===== src/rtl/uart_rx_pkg.sv =====
// Shared constants and helpers for the UART receive datapath.
package uart_rx_pkg;

    localparam int unsigned PRESCALE_W_DEF  = 8;
    localparam int unsigned NUM_SAMPLES_MIN = 3;
    localparam int unsigned NUM_SAMPLES_MAX = 7;
    localparam logic        IDLE_LEVEL      = 1'b1;

    // Half-width of the vote window around the bit midpoint.
    function automatic int unsigned half_window(input int unsigned num_samples);
        return (num_samples - 1) / 2;
    endfunction

endpackage


===== src/rtl/uart_rx_vote_sampler_if.sv =====
// Sampler bus: line/edge inputs from the Rx FSM side, voted results back.
interface uart_rx_vote_sampler_if #(
    parameter int unsigned PRESCALE_W = 8
) ();

    logic                  RX_IN;
    logic                  Sample_En;
    logic [PRESCALE_W-1:0] Prescale;
    logic [PRESCALE_W-1:0] Edge_Cnt;
    logic                  Sampled_Bit;
    logic                  Sample_Valid;
    logic                  Noise_Flag;
    logic                  Cfg_Err;

    modport master (
        output RX_IN, Sample_En, Prescale, Edge_Cnt,
        input  Sampled_Bit, Sample_Valid, Noise_Flag, Cfg_Err
    );

    modport slave (
        input  RX_IN, Sample_En, Prescale, Edge_Cnt,
        output Sampled_Bit, Sample_Valid, Noise_Flag, Cfg_Err
    );

endinterface


===== src/rtl/uart_rx_majority_vote.sv =====
// Combinational popcount majority and unanimity check over NUM_SAMPLES votes.
module uart_rx_majority_vote
    import uart_rx_pkg::*;
#(
    parameter int unsigned NUM_SAMPLES = 3
) (
    input  logic [NUM_SAMPLES-1:0] votes,
    output logic                   maj_c,
    output logic                   unanimous_c
);

    localparam int unsigned CNT_W = $clog2(NUM_SAMPLES + 1);
    localparam int unsigned H     = half_window(NUM_SAMPLES);

    logic [CNT_W-1:0] ones;

    always_comb begin
        ones = '0;
        for (int i = 0; i < int'(NUM_SAMPLES); i++) begin
            ones = ones + CNT_W'(votes[i]);
        end
    end

    assign maj_c       = (ones > CNT_W'(H));
    assign unanimous_c = (votes == '0) || (votes == '1);

endmodule


===== src/rtl/uart_rx_vote_sampler.sv =====
// Oversampling bit sampler: majority vote over a window centred on the bit midpoint.
// Optional UART_RX_SYNC_EN adds a 2-flop synchroniser on RX_IN.
module uart_rx_vote_sampler
    import uart_rx_pkg::*;
#(
    parameter int unsigned PRESCALE_W  = PRESCALE_W_DEF,
    parameter int unsigned NUM_SAMPLES = 3
) (
    input  logic                   CLK,
    input  logic                   RST,
    uart_rx_vote_sampler_if.slave  bus
);

    localparam int unsigned CNT_W = $clog2(NUM_SAMPLES + 1);
    localparam logic [PRESCALE_W-1:0] H = PRESCALE_W'(half_window(NUM_SAMPLES));

    if ((NUM_SAMPLES < NUM_SAMPLES_MIN) || (NUM_SAMPLES > NUM_SAMPLES_MAX) ||
        ((NUM_SAMPLES % 2) == 0)) begin : g_bad_num_samples
        $error("uart_rx_vote_sampler: NUM_SAMPLES must be odd and in 3..7");
    end

    logic                   rx_s;
    logic [PRESCALE_W-1:0]  mid, win_start, win_end;
    logic                   cfg_err, edge_new, take, in_win;
    logic [PRESCALE_W-1:0]  edge_prev_q;
    logic                   prev_vld_q;
    logic [CNT_W-1:0]       cnt_q, cnt_d;
    logic [NUM_SAMPLES-2:0] sreg_q, sreg_d;
    logic [NUM_SAMPLES-1:0] votes;
    logic                   bit_q, bit_d, noise_q, noise_d, valid_q, valid_d;
    logic                   maj_c, unanimous_c;

`ifdef UART_RX_SYNC_EN
    logic [1:0] sync_q;

    always_ff @(posedge CLK or negedge RST) begin
        if (!RST) sync_q <= {2{IDLE_LEVEL}};
        else      sync_q <= {sync_q[0], bus.RX_IN};
    end

    assign rx_s = sync_q[1];
`else
    assign rx_s = bus.RX_IN;
`endif

    // Window bounds; Cfg_Err flags windows that underflow or exceed the bit period.
    assign mid       = bus.Prescale >> 1;
    assign win_start = mid - H;
    assign win_end   = mid + H;
    assign cfg_err   = (mid < H) || (win_end >= bus.Prescale);

    assign edge_new = !prev_vld_q || (bus.Edge_Cnt != edge_prev_q);
    assign take     = bus.Sample_En && !cfg_err && edge_new;
    assign in_win   = (bus.Edge_Cnt > win_start) && (bus.Edge_Cnt <= win_end);
    assign votes    = {sreg_q, rx_s};

    uart_rx_majority_vote #(.NUM_SAMPLES(NUM_SAMPLES)) u_vote (
        .votes       (votes),
        .maj_c       (maj_c),
        .unanimous_c (unanimous_c)
    );

    // Sample collection; evaluation only when every window index was seen.
    always_comb begin
        cnt_d   = cnt_q;
        sreg_d  = sreg_q;
        bit_d   = bit_q;
        noise_d = noise_q;
        valid_d = 1'b0;
        if (!bus.Sample_En || cfg_err) begin
            cnt_d = '0;
        end else if (take) begin
            if (bus.Edge_Cnt == win_start) begin
                cnt_d  = CNT_W'(1);
                sreg_d = votes[NUM_SAMPLES-2:0];
            end else if (in_win) begin
                sreg_d = votes[NUM_SAMPLES-2:0];
                if (cnt_q != CNT_W'(NUM_SAMPLES)) cnt_d = cnt_q + CNT_W'(1);
                if ((bus.Edge_Cnt == win_end) && (cnt_q == CNT_W'(NUM_SAMPLES - 1))) begin
                    bit_d   = maj_c;
                    noise_d = !unanimous_c;
                    valid_d = 1'b1;
                end
            end
        end
    end

    always_ff @(posedge CLK or negedge RST) begin
        if (!RST) begin
            edge_prev_q <= '0;
            prev_vld_q  <= 1'b0;
            cnt_q       <= '0;
            sreg_q      <= {(NUM_SAMPLES-1){IDLE_LEVEL}};
            bit_q       <= IDLE_LEVEL;
            noise_q     <= 1'b0;
            valid_q     <= 1'b0;
        end else begin
            edge_prev_q <= bus.Edge_Cnt;
            prev_vld_q  <= 1'b1;
            cnt_q       <= cnt_d;
            sreg_q      <= sreg_d;
            bit_q       <= bit_d;
            noise_q     <= noise_d;
            valid_q     <= valid_d;
        end
    end

    assign bus.Sampled_Bit  = bit_q;
    assign bus.Noise_Flag   = noise_q;
    assign bus.Sample_Valid = valid_q;
    assign bus.Cfg_Err      = cfg_err;

endmodule

===== src/flat_wrapper.sv =====
// flat-port wrapper written by rule: the top's interface ports become plain ports
module uart_rx_vote_sampler_flat import uart_rx_pkg::*;
#(
    parameter int unsigned PRESCALE_W  = PRESCALE_W_DEF,
    parameter int unsigned NUM_SAMPLES = 3
)
  (CLK, RST, bus_RX_IN, bus_Sample_En, bus_Prescale, bus_Edge_Cnt, bus_Sampled_Bit, bus_Sample_Valid, bus_Noise_Flag, bus_Cfg_Err);
  uart_rx_vote_sampler_if #(.PRESCALE_W(PRESCALE_W)) bus_i ();
  input  logic CLK;
  input  logic RST;
  input wire logic [$bits(bus_i.RX_IN)-1:0] bus_RX_IN;
  input wire logic [$bits(bus_i.Sample_En)-1:0] bus_Sample_En;
  input wire logic [$bits(bus_i.Prescale)-1:0] bus_Prescale;
  input wire logic [$bits(bus_i.Edge_Cnt)-1:0] bus_Edge_Cnt;
  output wire logic [$bits(bus_i.Sampled_Bit)-1:0] bus_Sampled_Bit;
  output wire logic [$bits(bus_i.Sample_Valid)-1:0] bus_Sample_Valid;
  output wire logic [$bits(bus_i.Noise_Flag)-1:0] bus_Noise_Flag;
  output wire logic [$bits(bus_i.Cfg_Err)-1:0] bus_Cfg_Err;
  assign bus_i.RX_IN = bus_RX_IN;
  assign bus_i.Sample_En = bus_Sample_En;
  assign bus_i.Prescale = bus_Prescale;
  assign bus_i.Edge_Cnt = bus_Edge_Cnt;
  assign bus_Sampled_Bit = bus_i.Sampled_Bit;
  assign bus_Sample_Valid = bus_i.Sample_Valid;
  assign bus_Noise_Flag = bus_i.Noise_Flag;
  assign bus_Cfg_Err = bus_i.Cfg_Err;
  uart_rx_vote_sampler #(.PRESCALE_W(PRESCALE_W), .NUM_SAMPLES(NUM_SAMPLES)) u_core (.CLK(CLK), .RST(RST), .bus(bus_i));
endmodule

===== config.mk =====
export PLATFORM = sky130hd
export DESIGN_NAME = uart_rx_vote_sampler_flat
export DESIGN_NICKNAME = d
export VERILOG_FILES = /design/src/rtl/uart_rx_pkg.sv /design/src/rtl/uart_rx_vote_sampler_if.sv /design/src/rtl/uart_rx_majority_vote.sv /design/src/rtl/uart_rx_vote_sampler.sv /design/src/flat_wrapper.sv
export SDC_FILE = /design/constraint.sdc
export NUM_CORES = 1
export LEC_CHECK = 0
export CAP_MARGIN = 20
export CORE_MARGIN = 3
export CORE_UTILIZATION = 32
export DETAILED_ROUTE_END_ITERATION = 16
export GPL_TIMING_DRIVEN = 0
export MAX_ROUTING_LAYER = met4
export PLACE_DENSITY = 0.55
export SYNTH_ARGS = -nofsm -noshare
export SYNTH_HDL_FRONTEND = slang
export SYNTH_SLANG_ARGS = --single-unit

===== constraint.sdc =====
create_clock -name CLK -period 6.01 [get_ports CLK]
set_clock_uncertainty 0.1 [all_clocks]
set_input_delay 0.601 -clock CLK [delete_from_list [all_inputs] [get_ports CLK]]
set_output_delay 0.601 -clock CLK [all_outputs]
set_load 0.1 [all_outputs]

==> results.sh <==
export IMPL_critical_path_arrival_ns=4.11
export IMPL_die_area_um2=5730
export IMPL_top_signal_layer_used="met4"
export IMPL_worst_setup_path_endpoint="bus_Cfg_Err"
export IMPL_rows=24
export IMPL_crit_type="input pin to output port"
export IMPL_first_global_vias=1273
export IMPL_layout_drive_gt1_share_pct=12.1
export IMPL_mostFrequentLayoutCell="sky130_fd_sc_hd__ha_1"
export IMPL_combined_global_route_utilization_of_all_metal_layers_pct=12.5
export IMPL_pin_count=24
export IMPL_final_cell_area_um2=1910
export IMPL_dr_total_vias=1283
export IMPL_worst_slew_pin_slew_ns=0.964
export IMPL_core_area_um2=4530
export IMPL_dominantRegCellSynth="sky130_fd_sc_hd__dfrtp_1"
export IMPL_global_route_wire_length_before_repair_mm=5.42
export IMPL_final_hold_viol_count=0
export IMPL_static_leakage_power_uw=0.000856
export IMPL_path_clk_slew_ns=0.07
export IMPL_holdPathStages=2
export IMPL_finalSetupTns_ns=0
export IMPL_postCtsResizedCells=0
export IMPL_dr_wl_met2_mm=1.42
export IMPL_worst_endpoint_required_ns=5.31
export IMPL_most_common_layout_cells="24 x sky130_fd_sc_hd__ha_1, 22 x sky130_fd_sc_hd__clkdlybuf4s50_1, 13 x sky130_fd_sc_hd__inv_1, 13 x sky130_fd_sc_hd__dfrtp_1, 11 x sky130_fd_sc_hd__nand2_1"
export IMPL_clkLatencyLatePin_ns=0.25
export IMPL_gp_congestion=0.798
export IMPL_finish_cell_count_without_fillers=263
export IMPL_wl_met3_um=91
export IMPL_async_s_r_ff_share_synth_pct=100
export IMPL_cts_buffer_depth=2
export IMPL_syn_mean_instance_area_um2=9.03
export IMPL_vias_per_cell=4.88
export IMPL_ys_ff_latch=16
export IMPL_final_nets=243
export IMPL_post_cts_buffers=0
export IMPL_floorplan_initialDensity_pct=34.3
export IMPL_detailedPlacementHpwl_mm=2.60
export IMPL_antenna_cells_inserted=0
export IMPL_post_route_drc_count=0
export IMPL_max_freq_mhz=208
export IMPL_timing_critical_path_to_type="output port"
export IMPL_r2r_start="u_core.edge_prev_q[3]"
export IMPL_die_width_um=75.7
export IMPL_syn_area_um2=1550
export IMPL_wl_per_cell_um=11.7
export IMPL_global_route_overflow_total=0
export IMPL_run_status="complete, no violations"
export IMPL_synth_edf_count=0
export IMPL_ff2ff_setup_slack_ns=4.03
export IMPL_rsz0062_at_grt="false"
export IMPL_finalCoreUtilization_pct=42.1
export IMPL_synth_seq_area_share_pct=26.0
export IMPL_critical_path_slowest_cell="sky130_fd_sc_hd__clkdlybuf4s50_1"
export IMPL_initialDrtViolationCount=34
export IMPL_cts_htree_levels=1
export IMPL_ant_nets=0
export IMPL_place_area_um2=1860
export IMPL_synth_distinct_cells=45
export IMPL_die_y_um=75.7
export IMPL_min_period_ns=4.81
export IMPL_vdd_ir_drop_worst_mv=0.0681
export IMPL_area_growth_synth_to_final_pct=22.9
export IMPL_route_layer_met1_wl_mm=1.53
export IMPL_setup_worst_path_start="bus_Prescale[1]"
export IMPL_synth_warnings=0
export IMPL_timing_critical_path_slowest_cell_delay_ns=0.96
export IMPL_holdCritPathClass="register to register"
export IMPL_worst_r2r_endpoint="u_core.bus.Noise_Flag"
export IMPL_finalSetupViolCount=0
export IMPL_drt_first_pass_iters=4
export IMPL_syn_inst=172
export IMPL_cts_hold_buf=0
export IMPL_path_cells="clkdlybuf4s50_1 -> clkbuf_1 -> nand2_1 -> nor2_1 -> xnor2_1 -> ha_1 -> nand2_1 -> o21bai_2 -> a21o_1 -> a211o_1 -> a31oi_4 -> inv_1 -> clkdlybuf4s50_1"
export IMPL_cts_sinks=16
export IMPL_crit_path_max_fanout=8
export IMPL_finalWirelength_mm=3.08
export IMPL_ff2ff_path_depth=7
export IMPL_power_density_nw_per_um2=176
export IMPL_io_buffers=22
export IMPL_tritoncts_clock_tree="done"
export IMPL_grt_start_max_net_pins=17
export IMPL_worstPathBufferInverterCount=4
export IMPL_synth_nets=216
export IMPL_slew_headroom_pct=35.5
export IMPL_critical_path_startpoint_type="input pin"
export IMPL_clock_root_buffer="sky130_fd_sc_hd__clkbuf_8"
export IMPL_cts_made_buffers=3
export IMPL_max_slew_vio_count=0
export IMPL_cap_violations=0
export IMPL_critPathTopFamily="buffers and inverters"
export IMPL_grt_antenna_before_repair=0
export IMPL_finalCritPeriodShare_pct=80.0
export IMPL_dpl_cells=259
export IMPL_crit_cells=13
state kept, by name, summed over array words and instances (netlist names):
signal	cells
u_core.cnt_q	2
u_core.bus.Sample_Valid	1
u_core.sreg_q	2
u_core.bus.Noise_Flag	1
u_core.prev_vld_q	1
u_core.edge_prev_q	8
u_core.bus.Sampled_Bit	1
where the power goes:
group          internal (µW)  switching, µW  total, µW  leakage, µW
registers                122           7.70        130     0.000192
logic                   51.6           58.2        110     0.000636
clock network           58.1           38.2       96.3    0.0000288
kinds of logic after synthesis:
logic type / after synthesis / synth area share [%]
compound gates: 29 / 13.2
xor+xnor: 19 / 10.7
fa+ha+maj: 24 / 19.3
buf+inv: 20 / 6.12
flops: 16 / 26.0
mux: 5 / 3.46
other cells: 1 / 0.241
simple gates: 58 / 20.9
per-stage QoR:
| step | worst slack, ns | hold slack [ns] | power, µW |
|---|---|---|---|
| finish | 1.20 | 0.375 | 336 |
| global route | 0.935 | 0.392 | 363 |
| CTS | 1.19 | 0.376 | 339 |
| detailed placement | 1.19 | 0.367 | 243 |
| global placement | 1.18 | 0.361 | 242 |
| floorplan | 2.59 | 0.205 | 206 |
tightest hold or removal path, delay by kind of cell (launching register included):
kind	cells	cell delay, ns
mux	1	0.06
flops	1	0.37
buf+inv	1	0.04
area by class of cell:
| cell class | instances | area [µm²] |
|---|---|---|
| flip-flops and latches | 16 | 404 |
| plain buffers | 5 | 38.8 |
| well taps | 65 | 81.3 |
| clock buffers | 4 | 55.1 |
| fillers | 476 | 2620 |
| repair buffers | 22 | 220 |
| multi-input cells | 136 | 1050 |
| inverters | 15 | 56.3 |
per-layer routing:
| layer | up-vias | global-route usage (%) |
|---|---|---|
| met5 | - | - |
| met2 | 25 | 20.8 |
| li1 | 667 | - |
| met3 | 4 | 1.58 |
| met4 | 0 | 4.08 |
| met1 | 587 | 15.7 |
cell usage after synthesis (2+ instances only):
library cell | count | share of area [%]
sky130_fd_sc_hd__o21ai_1 | 2 | 0.64
sky130_fd_sc_hd__mux2_1 | 3 | 2.2
sky130_fd_sc_hd__dfstp_2 | 3 | 5.1
sky130_fd_sc_hd__nor2_1 | 7 | 1.7
sky130_fd_sc_hd__nor2b_1 | 2 | 0.81
sky130_fd_sc_hd__nand3_1 | 9 | 2.9
sky130_fd_sc_hd__o21ai_0 | 2 | 0.64
sky130_fd_sc_hd__mux2i_1 | 2 | 1.3
sky130_fd_sc_hd__ha_1 | 24 | 19
sky130_fd_sc_hd__buf_6 | 2 | 1.4
sky130_fd_sc_hd__nor3_1 | 7 | 2.3
sky130_fd_sc_hd__inv_2 | 2 | 0.48
sky130_fd_sc_hd__a21oi_1 | 10 | 3.2
sky130_fd_sc_hd__xor2_1 | 9 | 5.1
sky130_fd_sc_hd__nand4_1 | 6 | 2.4
sky130_fd_sc_hd__a21o_1 | 3 | 1.4
sky130_fd_sc_hd__dfrtp_1 | 13 | 21
sky130_fd_sc_hd__a31oi_1 | 4 | 1.6
sky130_fd_sc_hd__o211ai_1 | 2 | 0.97
sky130_fd_sc_hd__or2_2 | 2 | 0.81
sky130_fd_sc_hd__inv_1 | 13 | 3.1
sky130_fd_sc_hd__nor2_2 | 2 | 0.81
sky130_fd_sc_hd__nand2_1 | 11 | 2.7
sky130_fd_sc_hd__xnor2_1 | 10 | 5.6
sky130_fd_sc_hd__nand3b_1 | 2 | 0.97
how the worst min path moves through the flow:
| stage | from | to | slack, ns |
|---|---|---|---|
| final | u_core.bus.Sampled_Bit | u_core.bus.Sampled_Bit | 0.38 |
| after global routing | u_core.bus.Sampled_Bit | u_core.bus.Sampled_Bit | 0.39 |
| after CTS | u_core.bus.Sampled_Bit | u_core.bus.Sampled_Bit | 0.38 |
| after detailed placement | u_core.bus.Sampled_Bit | u_core.bus.Sampled_Bit | 0.37 |
| after global placement | u_core.bus.Sampled_Bit | u_core.bus.Sampled_Bit | 0.36 |
| after floorplan | RST | u_core.bus.Noise_Flag | 0.21 |
Note: power is estimated with default switching activity, not from simulation.
==> RTL edit (config.mk and constraints unchanged) <==
Change the package constant `PRESCALE_W_DEF` from 8 to 6.
--- a/src/rtl/uart_rx_pkg.sv
+++ b/src/rtl/uart_rx_pkg.sv
@@ -1,7 +1,7 @@
 // Shared constants and helpers for the UART receive datapath.
 package uart_rx_pkg;
 
-    localparam int unsigned PRESCALE_W_DEF  = 8;
+    localparam int unsigned PRESCALE_W_DEF  = 6;
     localparam int unsigned NUM_SAMPLES_MIN = 3;
     localparam int unsigned NUM_SAMPLES_MAX = 7;
     localparam logic        IDLE_LEVEL      = 1'b1;
Ports: changed (resized bus_Edge_Cnt and bus_Prescale); port bits go from 24 to 20. The function was not compared with the original's and may differ.
==> RTL edit against the unedited design <==
  * Sequential cell count down 2
  * Synthesized area down 23%
  * Sequential power down 10%
  * Combinational power down 15%
  * Design area down 22%
  * Setup slack better by 360 ps
  * First-iteration DRC count up 32%
  * Power down 14%
  * Worst hold slack better by 19 ps
  * Wire length down 26%
  * Non-clock buffer count down 8
  * Register-to-register slack worse by 100 ps
  * Synthesized cell count down 28%
  * Critical path type unchanged
  * Largest cell class unchanged
  * Largest power group unchanged
==> RTL edit: results (changes against the unedited design) <==
Clock tree
  • Worst-skew pair later-pin latency: 240 ps
  • Clk pin slew, worst setup/hold paths: 50 ps (was 70 ps)
  • Post_cts resized: 0 (unchanged)
  • Post-CTS Repair Setup Buffers: 0 (unchanged)
  • Clock Path Buffers: 2 (unchanged)

Pwr
  • Leakage Power: 0.6669 nW (was 0.8564 nW)
  • Peak supply drop: 0.05874 mV (was 0.06808 mV)
  • Switching Fraction: 0.3088 (was 0.3101)
  • Internal Power: 0.1987 mW (was 0.2316 mW)
  • Clock power frac: 0.269 (was 0.287)
  • Reg power frac: 0.406 (was 0.386)

Setup path
  • Capture instance of the worst register-to-register path: u_core.bus.Noise_Flag (unchanged)
  • CP top delay family: buffers and inverters (unchanged)
  • Arr. time, crit path: 3740 ps (was 4110 ps)
  • R2R cell count: 6 (was 7)
  • Delay of the slowest cell on the worst path: 1130 ps (was 960 ps)
  • CP max FO: 6 (was 8)
  • R2R setup slack: 3930 ps (was 4030 ps)
  • Worst flop-to-flop path startpoint: u_core.edge_prev_q[1] (was u_core.edge_prev_q[3])
  • Worst Setup SP: bus_Prescale[1] (unchanged)

Finish
  • Share of post-route cells with drive strength above 1: 0.1379 (was 0.1212)
  • Final net count: 182 (was 243)
  • Top Registers: u_core.edge_prev_q: 6 flops, u_core.cnt_q: 2 flops, u_core.sreg_q: 2 flops (was u_core.edge_prev_q: 8 flops, u_core.cnt_q: 2 flops, u_core.sreg_q: 2 flops)
  • Filler cell count: 362 (was 476)

Drt
  • Final wirelength: 2284 um (was 3076 um)
  • Drt first-iter violations: 45 (was 34)
  • DR pass1 iterations: 4 (unchanged)
  • Vias: 928 (was 1283)

Logic synthesis
  • Top cells by area, synth: dfrtp_1, ha_1, dfstp_2 (was dfrtp_1, ha_1, xnor2_1)
  • YS warnings: 0 (unchanged)
  • Net Count, Synth: 159 (was 216)
  • Compound-Gate Fraction of Synth Area: 0.1502 (was 0.1320)
  • Post-synthesis xor/xnor area fraction: 0.08759 (was 0.1071)
  • Synth Area in Adders: 0.2086 (was 0.1932)
  • Post-synthesis mux area share: 0.03128 (was 0.03462)
  • Seq/Total Area, Yosys: 0.2951 (was 0.2601)
  • Synth cell count leaders: ha_1, inv_1, dfrtp_1, nand3_1, xnor2_1 (was ha_1, dfrtp_1, inv_1, nand2_1)
  • Synth unique cells: 39 (was 45)

Worst hold path
  • Worst hold path type: register to register (unchanged)
  • Hold path cells: 2 (unchanged)

Global routing
  • M1 GR Usage: 0.1445 (was 0.1573)
  • Global-route wire length before repair: 3774 um (was 5416 um)
  • Routing usage on met2: 0.1791 (was 0.2081)
  • Grt met3 use: 0.01997 (was 0.01583)
  • GRT Total Usage: 0.1149 (was 0.1253)
  • Vias in the first global route: 859 (was 1273)
  • Largest net degree at the start of global routing: 15 (was 17)

Place
  • Hpwl dp: 1956 um (was 2597 um)
  • IO Port Bufs: 18 (was 22)
  • Gpl congestion: 0.7443 (was 0.7979)

Timing
  • Relative slew margins: 0.3508 (was 0.3553)
  • Period minus WS final: 4443 ps (was 4807 ps)

Outcome
  • Status: finished clean (unchanged)
-- RTL edit: changes by cell type in the layout (fill, tap and decap cells not counted), moves of 3 or more --
cell / unedited run / this run
mux2_1: 3 / 0
ha_1: 24 / 20
a21oi_1: 10 / 7
nor2_1: 7 / 3
nand2b_1: 1 / 4
a31oi_1: 4 / 1
nor3_1: 7 / 3
xor2_1: 9 / 4
nand2_1: 11 / 4
nand4_1: 6 / 2
clkdlybuf4s50_1: 22 / 18
-- RTL edit: worst reg2reg max path, cell delays in order, from the launching register on --
cell and delay, ps:
dfrtp_1 370, xnor2_1 160, nand4_1 120, nor4_1 570, or3b_1 240, or3_4 130
mux2_4 290
-- RTL edit: layout make-up --
class                           count  area [sq um]  area share
Tap cell                           46         57.56     0.03882
Sequential cell                    14         354.1      0.2388
Clock buffer                        4         45.04     0.03038
Inverter                           14         52.55     0.03544
Multi-Input combinational cell     94         788.3      0.5316
Buffer                              1         5.005    0.003376
Timing Repair Buffer               18         180.2      0.1215
-- RTL edit: through the flow --
step,hold slack (ps),cells,utilization,setup WS (ps),instance area (sq um)
global route,419.1,191,0.4275,1398,1483
global placement,387.5,187,0.4145,1564,1438
floorplan,205.4,123,-,2617,1200
detailed placement,390.5,187,0.4145,1558,1438
CTS,399.2,191,0.4275,1540,1483
finish,394.3,191,0.4275,1567,1483
-- RTL edit: routing by layer --
| metal | part of all wire | wire length [um] |
|---|---|---|
| met5 | 0 | 0 |
| met4 | 0.021 | 47 |
| met3 | 0.050 | 114 |
| met2 | 0.44 | 1000 |
| met1 | 0.49 | 1121 |
